[src/rtl/pattern_gen_if.sv]
// Control/observation bundle for pattern_gen: step controls and load port in,
// registered pattern and tick out.
interface pattern_gen_if #(
   parameter int WIDTH = 8,
   parameter int DIV_W = 16
);
   logic             enable;
   logic [1:0]       mode;
   logic [DIV_W-1:0] div;
   logic             load;
   logic [WIDTH-1:0] load_data;
   logic [WIDTH-1:0] pattern;
   logic             tick;

   modport master (
      output enable, mode, div, load, load_data,
      input  pattern, tick
   );

   modport slave (
      input  enable, mode, div, load, load_data,
      output pattern, tick
   );
endinterface

[src/rtl/pattern_gen.sv]
// Programmable pattern generator: a prescaler sets the step rate and each step
// holds, rotates, counts or bounces a single bit across the pattern register.
module pattern_gen #(
   parameter int               WIDTH = 8,
   parameter int               DIV_W = 16,
   parameter logic [WIDTH-1:0] INIT  = WIDTH'(8'h50)
) (
   input logic          clk,
   input logic          rst_n,
   pattern_gen_if.slave bus
);

   typedef enum logic {UP = 1'b0, DOWN = 1'b1} dir_e;

   logic [DIV_W-1:0] cnt_q, cnt_d;
   logic [WIDTH-1:0] pattern_q, pattern_d;
   dir_e             dir_q, dir_d;
   logic             tick_q, tick_d;
   logic             step;
   logic             onehot;

   assign onehot = (pattern_q != '0) &&
                   ((pattern_q & (pattern_q - WIDTH'(1))) == '0);

   always_ff @(posedge clk or negedge rst_n) begin
      if (!rst_n) begin
         cnt_q     <= '0;
         pattern_q <= INIT;
         dir_q     <= UP;
         tick_q    <= 1'b0;
      end else begin
         cnt_q     <= cnt_d;
         pattern_q <= pattern_d;
         dir_q     <= dir_d;
         tick_q    <= tick_d;
      end
   end

   always_comb begin
      cnt_d     = cnt_q;
      pattern_d = pattern_q;
      dir_d     = dir_q;
      tick_d    = 1'b0;
      step      = 1'b0;

      if (bus.load) begin
         pattern_d = bus.load_data;
         cnt_d     = '0;
         dir_d     = UP;
      end else if (bus.enable) begin
         // A lowered div lets cnt run through all-ones and wrap before matching.
         if (cnt_q == bus.div) begin
            cnt_d  = '0;
            step   = 1'b1;
            tick_d = 1'b1;
         end else begin
            cnt_d = cnt_q + DIV_W'(1);
         end
      end

      if (step) begin
         case (bus.mode)
            2'b01: pattern_d = {pattern_q[WIDTH-2:0], pattern_q[WIDTH-1]};
            2'b10: pattern_d = pattern_q + WIDTH'(1);
            2'b11: begin
               if (!onehot) begin
                  pattern_d = WIDTH'(1);
                  dir_d     = UP;
               end else begin
                  case (dir_q)
                     UP: begin
                        if (pattern_q[WIDTH-1]) begin
                           dir_d     = DOWN;
                           pattern_d = {1'b0, pattern_q[WIDTH-1:1]};
                        end else begin
                           pattern_d = {pattern_q[WIDTH-2:0], 1'b0};
                        end
                     end
                     DOWN: begin
                        if (pattern_q[0]) begin
                           dir_d     = UP;
                           pattern_d = {pattern_q[WIDTH-2:0], 1'b0};
                        end else begin
                           pattern_d = {1'b0, pattern_q[WIDTH-1:1]};
                        end
                     end
                     default: dir_d = UP;
                  endcase
               end
            end
            default: pattern_d = pattern_q;
         endcase
      end
   end

   assign bus.pattern = pattern_q;
   assign bus.tick    = tick_q;

endmodule

[src/flat_wrapper.sv]
// flat-port wrapper written by rule: the top's interface ports become plain ports
module pattern_gen_flat 
#(
   parameter int               WIDTH = 8,
   parameter int               DIV_W = 16,
   parameter logic [WIDTH-1:0] INIT  = WIDTH'(8'h50)
)
  (clk, rst_n, bus_enable, bus_mode, bus_div, bus_load, bus_load_data, bus_pattern, bus_tick);
  pattern_gen_if #(.WIDTH(WIDTH), .DIV_W(DIV_W)) bus_i ();
  input logic clk;
  input logic rst_n;
  input wire logic [$bits(bus_i.enable)-1:0] bus_enable;
  input wire logic [$bits(bus_i.mode)-1:0] bus_mode;
  input wire logic [$bits(bus_i.div)-1:0] bus_div;
  input wire logic [$bits(bus_i.load)-1:0] bus_load;
  input wire logic [$bits(bus_i.load_data)-1:0] bus_load_data;
  output wire logic [$bits(bus_i.pattern)-1:0] bus_pattern;
  output wire logic [$bits(bus_i.tick)-1:0] bus_tick;
  assign bus_i.enable = bus_enable;
  assign bus_i.mode = bus_mode;
  assign bus_i.div = bus_div;
  assign bus_i.load = bus_load;
  assign bus_i.load_data = bus_load_data;
  assign bus_pattern = bus_i.pattern;
  assign bus_tick = bus_i.tick;
  pattern_gen #(.WIDTH(WIDTH), .DIV_W(DIV_W), .INIT(INIT)) u_core (.clk(clk), .rst_n(rst_n), .bus(bus_i));
endmodule
[config.mk]
export PLATFORM = sky130hd
export DESIGN_NAME = pattern_gen_flat
export DESIGN_NICKNAME = d
export VERILOG_FILES = /design/src/rtl/pattern_gen_if.sv /design/src/rtl/pattern_gen.sv /design/src/flat_wrapper.sv
export SDC_FILE = /design/constraint.sdc
export NUM_CORES = 1
export LEC_CHECK = 0
export ABC_AREA = 1
export ABC_CLOCK_PERIOD_IN_PS = 4400
export BUFFER_PORTS_ARGS = -buffer_cell sky130_fd_sc_hd__clkbuf_2
export CAP_MARGIN = 20
export CORE_ASPECT_RATIO = 2
export CORE_MARGIN = 2
export CORE_UTILIZATION = 60
export CTS_CLUSTER_SIZE = 10
export DETAILED_ROUTE_END_ITERATION = 10
export PLACE_DENSITY = 0.85
export REMOVE_ABC_BUFFERS = 1
export SYNTH_ARGS = -nofsm -noshare
export SYNTH_HDL_FRONTEND = slang
export SYNTH_SLANG_ARGS = --single-unit
[constraint.sdc]
create_clock -name clk -period 4.4 [get_ports clk]
set_clock_uncertainty 0.1 [all_clocks]
set_input_delay 0.88 -clock clk [delete_from_list [all_inputs] [get_ports clk]]
set_output_delay 0.88 -clock clk [all_outputs]
set_load 0.02 [all_outputs]
==> flow_metrics.py, run 1 <==
metrics = {
    "sta": {
        "rsz0062_at_grt": "no",
        "max_freq_mhz": 430,
        "tightest_slew_ns": 0.738,
        "tns_ns": 0,
        "period_minus_slack_ns": 2.33,
        "relSlewSlack_pct": 50.3,
        "finalSetupViolCount": 0,
        "period_share_pct": 52.9,
        "drv_slew": 0,
        "hold_viol": 0,
    },
    "pwr": {
        "p_sw_w": 0.000202,
        "p_int_w": 0.000381,
        "clockPowerShare_pct": 27.5,
        "p_seq_share_pct": 47.2,
        "p_per_area_nw_per_um2": 236,
        "ir_worst_vdd_v": 0.000172,
        "swShare_pct": 34.6,
        "combinationalPowerShare_pct": 25.4,
        "p_leak_nw": 1.33,
    },
    "cts": {
        "cts_buffers": 3,
        "h-tree-depth": 1,
        "clk_latency_ns": 0.28,
        "clkSlewWorstSetupHoldPaths_ns": 0.09,
        "post_cts_buffers": 0,
        "cts_root_buf": "clkbuf_8",
        "cts.sinks": 26,
        "cts_buffer_depth": 2,
        "cts_tree": "done",
        "cts_resized": 0,
        "postCtsHoldBufs": 0,
    },
    "min_path": {
        "hold_class": "reg -> reg",
        "hold_end": "u_core.bus.pattern[4]",
        "min_from": "u_core.bus.pattern[4]",
        "hold_path_depth": 2,
    },
    "worst_setup_path": {
        "crit_required_ns": 4.52,
        "cp_num_buf_inv": 3,
        "worst-setup-path-type": "in -> reg",
        "cpMostUsedCell": "nand2_1",
        "cp-end-kind": "register",
        "path_delay_family": "simple AND/OR/NAND/NOR gates",
        "critPathSlowestCell": "inv_1",
        "path_max_fanout": 11,
        "cp-start-kind": "primary input",
        "r2r_cells": 12,
        "crit_path_cell_trace": "clkbuf_2, inv_1, nand2_1, nand2_1, nor2_1, nand2_1, nor2_2, nand3_2, nand2_2, nand2_2, inv_1, nand3_1, nand2_1",
        "rr_startpoint": "u_core.bus.pattern[0]",
        "crit_arrival_ns": 2.45,
        "r2r_end": "u_core.bus.pattern[4]",
        "crit_path_max_incr_delay_ns": 0.21,
        "rrSetupSlack_ns": 2.17,
    },
    "finish": {
        "finalNetCount": 442,
        "antenna_cells": 0,
        "mostFrequentLayoutCell": "nand2_1",
        "n_fill_cell": 367,
        "area_growth_pct": 12.1,
        "final_cell_mix": "nand2_1 (127), nor2_1 (57), inv_1 (52)",
        "finalNonFillerCells": 456,
        "final_layout_size_suffix_gt1_share_pct": 14.7,
    },
    "logic_synthesis": {
        "syn_area_um2": 2200,
        "yosys_most_used_dff": "dfrtp_1",
        "netlist_instances": 372,
        "synth_edf_count": 0,
        "seq_area_frac_synth_pct": 29.6,
        "synth_cell_types": 29,
        "synthArstFlopShare_pct": 100,
        "ys_seq_elements": 26,
        "yosysWarnings": 0,
        "syn-mean-instance-area_um2": 5.92,
    },
    "die": {
        "fp.coreArea_um2": 3570,
        "die_y_um": 89.7,
        "ios": 39,
        "dieWidth_um": 46.9,
        "rows": 31,
        "start_util_pct": 61.7,
        "die_area_um2": 4200,
    },
    "flow_run": {
        "maxCapViolations": 0,
    },
    "route": {
        "first_pass_iters": 4,
        "wl_per_cell_um": 13.1,
        "drc": 0,
        "via_per_inst": 5.29,
        "vias": 2412,
        "drtIter0Drc": 56,
        "wl_um": 5960,
        "final_antenna_net_count": 0,
    },
    "grt": {
        "grt_pass1_wl_um": 9840,
        "antenna_found_initial": 0,
        "grt_max_degree": 27,
        "track_usage_pct": 31.3,
        "grt_pass1_vias": 2364,
        "grt_overflow": 0,
    },
    "place": {
        "placed_cells": 452,
        "hpwl_um": 4820,
        "gp_congestion": 0.950,
        "port_buffers": 38,
    },
    "run_status": {
        "run_status": "finished clean",
    },
}
[state kept, by name (all words and copies together) (netlist names)]
name	cells
u_core.cnt_q	16
u_core.bus.pattern	8
u_core.bus.tick	1
u_core.dir_q	1
[layout make-up]
cell class	instances	area [um2]	share of cell area, %
Tap cell	49	61.3	2.48
Multi-Input combinational cell	281	1290	52.3
Sequential cell	26	653	26.4
Clock buffer	4	55.1	2.23
Inverter	58	218	8.81
Timing Repair Buffer	38	190	7.70
[power groups by stage]
| stage | clock network (W) | logic, W | registers (W) |
|---|---|---|---|
| after floorplan | 0 | 0.0000847 | 0.000282 |
| after global placement | 0 | 0.000143 | 0.000279 |
| after detailed placement | 0 | 0.000147 | 0.000278 |
| after CTS | 0.000159 | 0.000147 | 0.000274 |
| after global routing | 0.000173 | 0.000167 | 0.000277 |
| final | 0.000160 | 0.000148 | 0.000275 |
[worst max-delay path by stage]
| stage | from | end | cells past startpoint |
|---|---|---|---|
| after detailed placement | bus_div[13] | u_core.bus.pattern[4] | 13 |
| after floorplan | bus_div[13] | u_core.bus.pattern[7] | 12 |
| after global placement | bus_div[13] | u_core.bus.pattern[0] | 13 |
| after global routing | bus_div[13] | u_core.bus.pattern[1] | 13 |
| final | bus_div[13] | u_core.bus.pattern[4] | 13 |
| after CTS | bus_div[13] | u_core.bus.pattern[4] | 13 |
[cells by family (layout without fill, tap and decap cells)]
logic type,Yosys count,count (layout),synth area share (%)
xor gates and xnor gates,10,10,3.98
AOI/OAI and AO/OA,32,32,7.84
DFF,26,26,29.6
and+or+nand+nor,235,235,44.6
adders and majority gates,4,4,2.27
buffers and inverters,65,100,11.7
[Yosys cell counts (2+ instances only)]
cell type	number	share of area [%]
nand3_1	29	6.6
nor4_1	3	0.85
buf_2	4	0.91
o22ai_1	4	1.1
nand2_2	2	0.57
o21ai_0	17	3.9
dfstp_2	2	2.4
nor3_1	3	0.68
inv_1	52	8.9
nand2_1	127	22
nor2_2	6	1.7
ha_1	4	2.3
a21oi_1	8	1.8
xor2_1	9	3.6
nand4_1	5	1.4
inv_2	5	0.85
dfrtp_1	24	27
nor2_1	57	9.7
[worst reg2reg max path, cell delays in order (launching register included)]
cell and delay (ns):
dfrtp_1 0.50, inv_1 0.25, ha_1 0.25, nor2_1 0.06
nor2_1 0.10, nand2_1 0.06, nor2_1 0.23, nand3_1 0.21
inv_1 0.14, nand2_1 0.06, nand3_1 0.08, nand3_1 0.07
nand2_1 0.08
[routing by layer]
| metal | up-vias | global-route usage (%) | wire, um |
|---|---|---|---|
| li1 | 1217 | - | - |
| met1 | 1088 | 30.4 | 2060 |
| met3 | 28 | 2.61 | 221 |
| met2 | 79 | 58.2 | 3360 |
| met5 | - | 0 | 0 |
| met4 | 0 | 16.2 | 317 |
[through the flow]
step | hold slack (ns) | power [W] | instance area (um2) | utilization, % | setup slack, ns
floorplan | 0.418 | 0.000366 | 2160 | - | 2.24
global placement | 0.385 | 0.000422 | 2410 | 67.7 | 1.90
detailed placement | 0.402 | 0.000425 | 2410 | 67.7 | 1.79
CTS | 0.413 | 0.000580 | 2470 | 69.2 | 2.08
global route | 0.439 | 0.000617 | 2470 | 69.2 | 1.90
finish | 0.417 | 0.000583 | 2470 | 69.2 | 2.07
Power figures use the tool's default switching activity.
==> run 2: changes to the inputs <==
--- a/config.mk
+++ b/config.mk
@@ -6,15 +6,15 @@
 export NUM_CORES = 1
 export LEC_CHECK = 0
 export ABC_AREA = 1
-export ABC_CLOCK_PERIOD_IN_PS = 4400
+export ABC_CLOCK_PERIOD_IN_PS = 2140
 export BUFFER_PORTS_ARGS = -buffer_cell sky130_fd_sc_hd__clkbuf_2
 export CAP_MARGIN = 20
 export CORE_ASPECT_RATIO = 2
 export CORE_MARGIN = 2
-export CORE_UTILIZATION = 60
+export CORE_UTILIZATION = 56
 export CTS_CLUSTER_SIZE = 10
 export DETAILED_ROUTE_END_ITERATION = 10
-export PLACE_DENSITY = 0.85
+export PLACE_DENSITY = 0.8
 export REMOVE_ABC_BUFFERS = 1
 export SYNTH_ARGS = -nofsm -noshare
 export SYNTH_HDL_FRONTEND = slang
==> constraint.sdc (replaced) <==
create_clock -name clk -period 2.14 [get_ports clk]
set_clock_uncertainty 0.1 [all_clocks]
set_input_delay 0.428 -clock clk [delete_from_list [all_inputs] [get_ports clk]]
set_output_delay 0.428 -clock clk [all_outputs]
set_load 0.02 [all_outputs]
==> flow_metrics.py, run 2 (synthesized netlist as in run 1, its figures left out) <==
metrics = {
    "run_status": {
        "run_status": "finished clean",
    },
    "finish": {
        "n_fill_cell": 381,
        "area_growth_pct": 15.9,
        "final_layout_size_suffix_gt1_share_pct": 17.2,
        "finalNonFillerCells": 469,
        "finalNetCount": 453,
        "mostFrequentLayoutCell": "nand2_1",
        "finalCoreUtilization_pct": 67.1,
        "largest_register_ffs": 16,
        "final_cell_mix": "nand2_1 (127), nor2_1 (56), inv_1 (52)",
        "antenna_cells": 0,
        "largest-register": "u_core.cnt_q",
    },
    "sta": {
        "rsz0062_at_grt": "no",
        "tightest_slew_ns": 0.687,
        "finalSetupViolCount": 0,
        "drv_slew": 0,
        "hold_viol": 0,
        "relSlewSlack_pct": 54.2,
        "tns_ns": 0,
        "period_share_pct": 91.1,
        "period_minus_slack_ns": 1.95,
        "max_freq_mhz": 513,
    },
    "cts": {
        "cts.sinks": 26,
        "cts_buffers": 3,
        "clk_latency_ns": 0.27,
        "clkSlewWorstSetupHoldPaths_ns": 0.09,
        "cts_root_buf": "clkbuf_8",
        "h-tree-depth": 1,
        "cts_buffer_depth": 2,
        "cts_tree": "done",
    },
    "route": {
        "top_layer": "met4",
        "drt-met1-wl_um": 2160,
        "via_per_inst": 5.23,
        "drc": 0,
        "wl_um": 6050,
        "met3_length_um": 167,
        "wl_per_cell_um": 12.9,
        "drtIter0Drc": 49,
        "vias": 2451,
        "final_antenna_net_count": 0,
        "dr_wl_met2_um": 3480,
        "first_pass_iters": 4,
    },
    "grt": {
        "track_usage_pct": 28.6,
        "antenna_found_initial": 0,
        "grt_overflow": 0,
        "grt_pass1_wl_um": 10000,
        "grt_max_degree": 27,
        "grt_pass1_vias": 2351,
    },
    "worst_setup_path": {
        "cp-start-kind": "register",
        "crit_path_cell_trace": "ha_1, nand3_1, nor3_2, nand3_1, nor2_2, nand2_1, o21ai_0, a21oi_1",
        "cp-end-kind": "register",
        "crit_arrival_ns": 2.01,
        "cp_num_buf_inv": 0,
        "path_delay_family": "simple AND/OR/NAND/NOR gates",
        "cpMostUsedCell": "nand3_1",
        "critPathSlowestCell": "dfrtp_1",
        "worst-setup-path-type": "reg -> reg",
        "crit_required_ns": 2.20,
        "path_max_fanout": 6,
        "crit_path_max_incr_delay_ns": 0.43,
    },
    "pwr": {
        "p_seq_share_pct": 47.1,
        "clockPowerShare_pct": 24.5,
        "p_sw_w": 0.000415,
        "p_leak_nw": 1.37,
        "p_per_area_nw_per_um2": 465,
        "combinationalPowerShare_pct": 28.4,
        "swShare_pct": 34.9,
        "ir_worst_vdd_v": 0.000365,
        "p_int_w": 0.000773,
    },
    "min_path": {
        "hold_class": "in -> async",
    },
    "die": {
        "fp.coreArea_um2": 3800,
        "ios": 39,
        "die_area_um2": 4480,
        "die_y_um": 92.7,
        "rows": 32,
        "start_util_pct": 57.9,
        "dieWidth_um": 48.4,
    },
    "place": {
        "hpwl_um": 4880,
        "gp_congestion": 1.02,
        "placed_cells": 463,
        "port_buffers": 38,
    },
    "flow_run": {
        "maxCapViolations": 0,
    },
}
==> run 2: layout make-up <==
cell class / instances / area (um2) / share of cell area, %
multi-input combinational: 281 / 1300 / 50.9
sequential: 26 / 654 / 25.6
timing repair buffer: 49 / 273 / 10.7
inverter: 58 / 218 / 8.53
tap: 51 / 63.8 / 2.50
clock buffer: 4 / 45.0 / 1.76
==> run 2: worst reg2reg max path, delay by kind of cell, from the launching register on <==
kind / cells / cell delay (ns)
compound gates: 2 / 0.29
flops: 1 / 0.43
simple gates: 5 / 0.83
fa+ha+maj: 1 / 0.19
==> run 2: metrics by stage <==
stage	setup WS (ns)	power [W]	hold WS (ns)	cell area (um2)
global placement	0.0508	0.000889	0.384	2480
global route	0.00224	0.00126	0.123	2550
floorplan	0.253	0.000753	0.0324	2160
CTS	0.0259	0.00118	0.0977	2530
detailed placement	0.0439	0.000893	0.396	2480
finish	0.190	0.00119	0.0802	2550
==> run 2: worst paths after layout <==
check | cells after the start | start | slack, ns | endpoint
max in group asynchronous | 1 | rst_n | 1.38 | u_core.bus.pattern[0]
setup / recovery | 8 | u_core.cnt_q[0] | 0.19 | u_core.cnt_q[12]
setup reg to reg | 8 | u_core.cnt_q[0] | 0.19 | u_core.cnt_q[12]
min in group clk | 5 | bus_load_data[6] | 0.33 | u_core.bus.pattern[6]
hold reg to reg | 2 | u_core.bus.pattern[4] | 0.41 | u_core.bus.pattern[4]
hold / removal | 1 | rst_n | 0.08 | u_core.cnt_q[9]
==> run 2: per-layer routing <==
layer  track usage, %  up-vias
li1                 -     1244
met1             27.1     1130
met2             57.8       58
met3             1.77       19
met4             16.9        0
met5                0        -
==> run 2: power by group through the flow <==
stage / Clock (W) / Combinational, W / Sequential, W
detailed placement: 0 / 0.000324 / 0.000569
finish: 0.000291 / 0.000337 / 0.000560
floorplan: 0 / 0.000174 / 0.000579
CTS: 0.000296 / 0.000325 / 0.000559
global route: 0.000313 / 0.000385 / 0.000564
global placement: 0 / 0.000320 / 0.000569
==> run 2: repair_timing <==
item,in CTS,in global routing
buffers inserted,0,2
endpoints found under the setup margin,0,8
hold buffers,0,0
resized for setup,0,3
==> run 3: changes to the inputs <==
--- a/config.mk
+++ b/config.mk
@@ -6,9 +6,8 @@
 export NUM_CORES = 1
 export LEC_CHECK = 0
 export ABC_AREA = 1
-export ABC_CLOCK_PERIOD_IN_PS = 2140
+export ABC_CLOCK_PERIOD_IN_PS = 2050
 export BUFFER_PORTS_ARGS = -buffer_cell sky130_fd_sc_hd__clkbuf_2
-export CAP_MARGIN = 20
 export CORE_ASPECT_RATIO = 2
 export CORE_MARGIN = 2
 export CORE_UTILIZATION = 56
==> constraint.sdc (replaced) <==
create_clock -name clk -period 2.05 [get_ports clk]
set_clock_uncertainty 0.1 [all_clocks]
set_input_delay 0.41 -clock clk [delete_from_list [all_inputs] [get_ports clk]]
set_output_delay 0.41 -clock clk [all_outputs]
set_load 0.02 [all_outputs]
==> flow_metrics.py, run 3 (synthesized netlist as in run 1, its figures left out) <==
metrics = {
    "cts": {
        "clkSlewWorstSetupHoldPaths_ns": 0.09,
        "cts_buffer_depth": 2,
        "clk_latency_ns": 0.28,
        "cts_root_buf": "clkbuf_8",
        "cts_buffers": 3,
        "h-tree-depth": 1,
        "cts_tree": "done",
        "cts.sinks": 26,
    },
    "worst_setup_path": {
        "crit_path_max_incr_delay_ns": 0.51,
        "critPathSlowestCell": "dfrtp_1",
        "crit_arrival_ns": 1.97,
        "crit_path_cell_trace": "inv_1, nand2_1, nor2_1, nand2_1, nand2_1, inv_1, nand3_1, inv_1, a21oi_1, nand2_1, nand2_1, nand2_1",
        "worst-setup-path-type": "reg -> reg",
        "cp-end-kind": "register",
        "cp-start-kind": "register",
        "path_max_fanout": 8,
        "crit_required_ns": 2.12,
        "cpMostUsedCell": "nand2_1",
    },
    "finish": {
        "final_cell_mix": "nand2_1 (127), nor2_1 (56), inv_1 (51)",
        "finalNetCount": 454,
        "mostFrequentLayoutCell": "nand2_1",
        "final_layout_size_suffix_gt1_share_pct": 19.3,
        "largest-register": "u_core.cnt_q",
        "antenna_cells": 0,
        "area_growth_pct": 18.5,
        "largest_register_ffs": 16,
    },
    "route": {
        "dr_wl_met2_um": 3440,
        "wl_um": 6160,
        "drt-met1-wl_um": 2100,
        "drtIter0Drc": 89,
        "via_per_inst": 5.34,
        "final_antenna_net_count": 0,
        "wl_per_cell_um": 13.1,
        "vias": 2511,
        "first_pass_iters": 5,
        "met3_length_um": 300,
        "top_layer": "met4",
        "drc": 0,
    },
    "sta": {
        "relSlewSlack_pct": 54.3,
        "period_minus_slack_ns": 1.89,
        "period_share_pct": 92.3,
        "finalSetupViolCount": 0,
        "hold_viol": 0,
        "whs_ns": 0.0571,
        "max_freq_mhz": 528,
        "tightest_slew_ns": 0.685,
        "drv_slew": 0,
    },
    "run_status": {
        "run_status": "finished clean",
    },
    "flow_run": {
        "maxCapViolations": 0,
    },
    "grt": {
        "track_usage_pct": 28.9,
        "antenna_found_initial": 0,
        "grt_overflow": 0,
        "grt_pass1_wl_um": 10100,
        "grt_max_degree": 27,
        "grt_pass1_vias": 2404,
    },
    "pwr": {
        "p_per_area_nw_per_um2": 528,
        "p_leak_nw": 1.38,
        "p_total_w": 0.00138,
        "ir_worst_vdd_v": 0.000437,
    },
    "die": {
        "rows": 32,
        "die_area_um2": 4480,
        "die_y_um": 92.7,
        "dieWidth_um": 48.4,
        "fp.coreArea_um2": 3800,
        "start_util_pct": 57.9,
        "ios": 39,
    },
    "place": {
        "gp_congestion": 0.974,
        "hpwl_um": 4880,
        "port_buffers": 38,
    },
    "min_path": {
        "hold_class": "in -> async",
    },
}
-- run 3: cell count changes in the layout (fill, tap and decap cells not counted), sizes merged --
cell,before,now
buf,11,12
bufinv,0,1
clkbuf,42,41
-- run 3: final cells by class --
class                   count  area (um2)
clock buffers               3        41.3
clock inverters             1        30.0
fillers                   372        1190
inverters                  58         218
multi-input cells         281        1320
flip-flops and latches     26         657
well taps                  51        63.8
repair buffers             50         280
-- run 3: final timing paths --
check,start,end,slack [ns],cells after the start
hold reg to reg,u_core.bus.pattern[4],u_core.bus.pattern[4],0.41,2
setup / recovery,u_core.bus.pattern[3],u_core.bus.pattern[3],0.16,12
hold / removal,rst_n,u_core.cnt_q[9],0.06,1
setup reg to reg,u_core.bus.pattern[3],u_core.bus.pattern[3],0.16,12
min in group clk,bus_load_data[6],u_core.bus.pattern[6],0.30,5
max in group asynchronous,rst_n,u_core.bus.pattern[0],1.32,1
-- run 3: timing repair --
action | CTS | global route
gates resized for setup | 1 | 10
endpoints found under the setup margin | 3 | 11
pin swaps | 0 | 2
buffers inserted | 0 | 3
hold buffers | 0 | 0
-- run 3: per-layer routing --
layer	track usage [%]	vias to the layer above
met1	26.2	1125
li1	-	1249
met5	0	-
met3	1.45	31
met4	15.0	0
met2	60.9	106
-- run 3: worst max-delay path: cells and delay by family (launching register included) --
family,cells,cell delay (ns)
and+or+nand+nor,8,0.58
DFF,1,0.51
buffers and inverters,3,0.41
AOI/OAI and AO/OA,1,0.19
-- run 3: report_power, final --
part / internal, W / switching (W)
clock: 0.000262 / 0.000172
combinational: 0.000132 / 0.000229
sequential: 0.000538 / 0.0000453
-- run 3: through the flow --
step	instances	area, um2	setup WS [ns]	setup TNS [ns]	util [%]
after global routing	470	2610	-0.00333	-0.00333	68.6
final	470	2610	0.157	0	68.6
after floorplan	365	2160	0.163	0	-
after CTS	467	2560	0.0471	0	67.3
after detailed placement	463	2480	-0.0117	-0.0117	65.3
after global placement	463	2480	0.0114	0	65.3
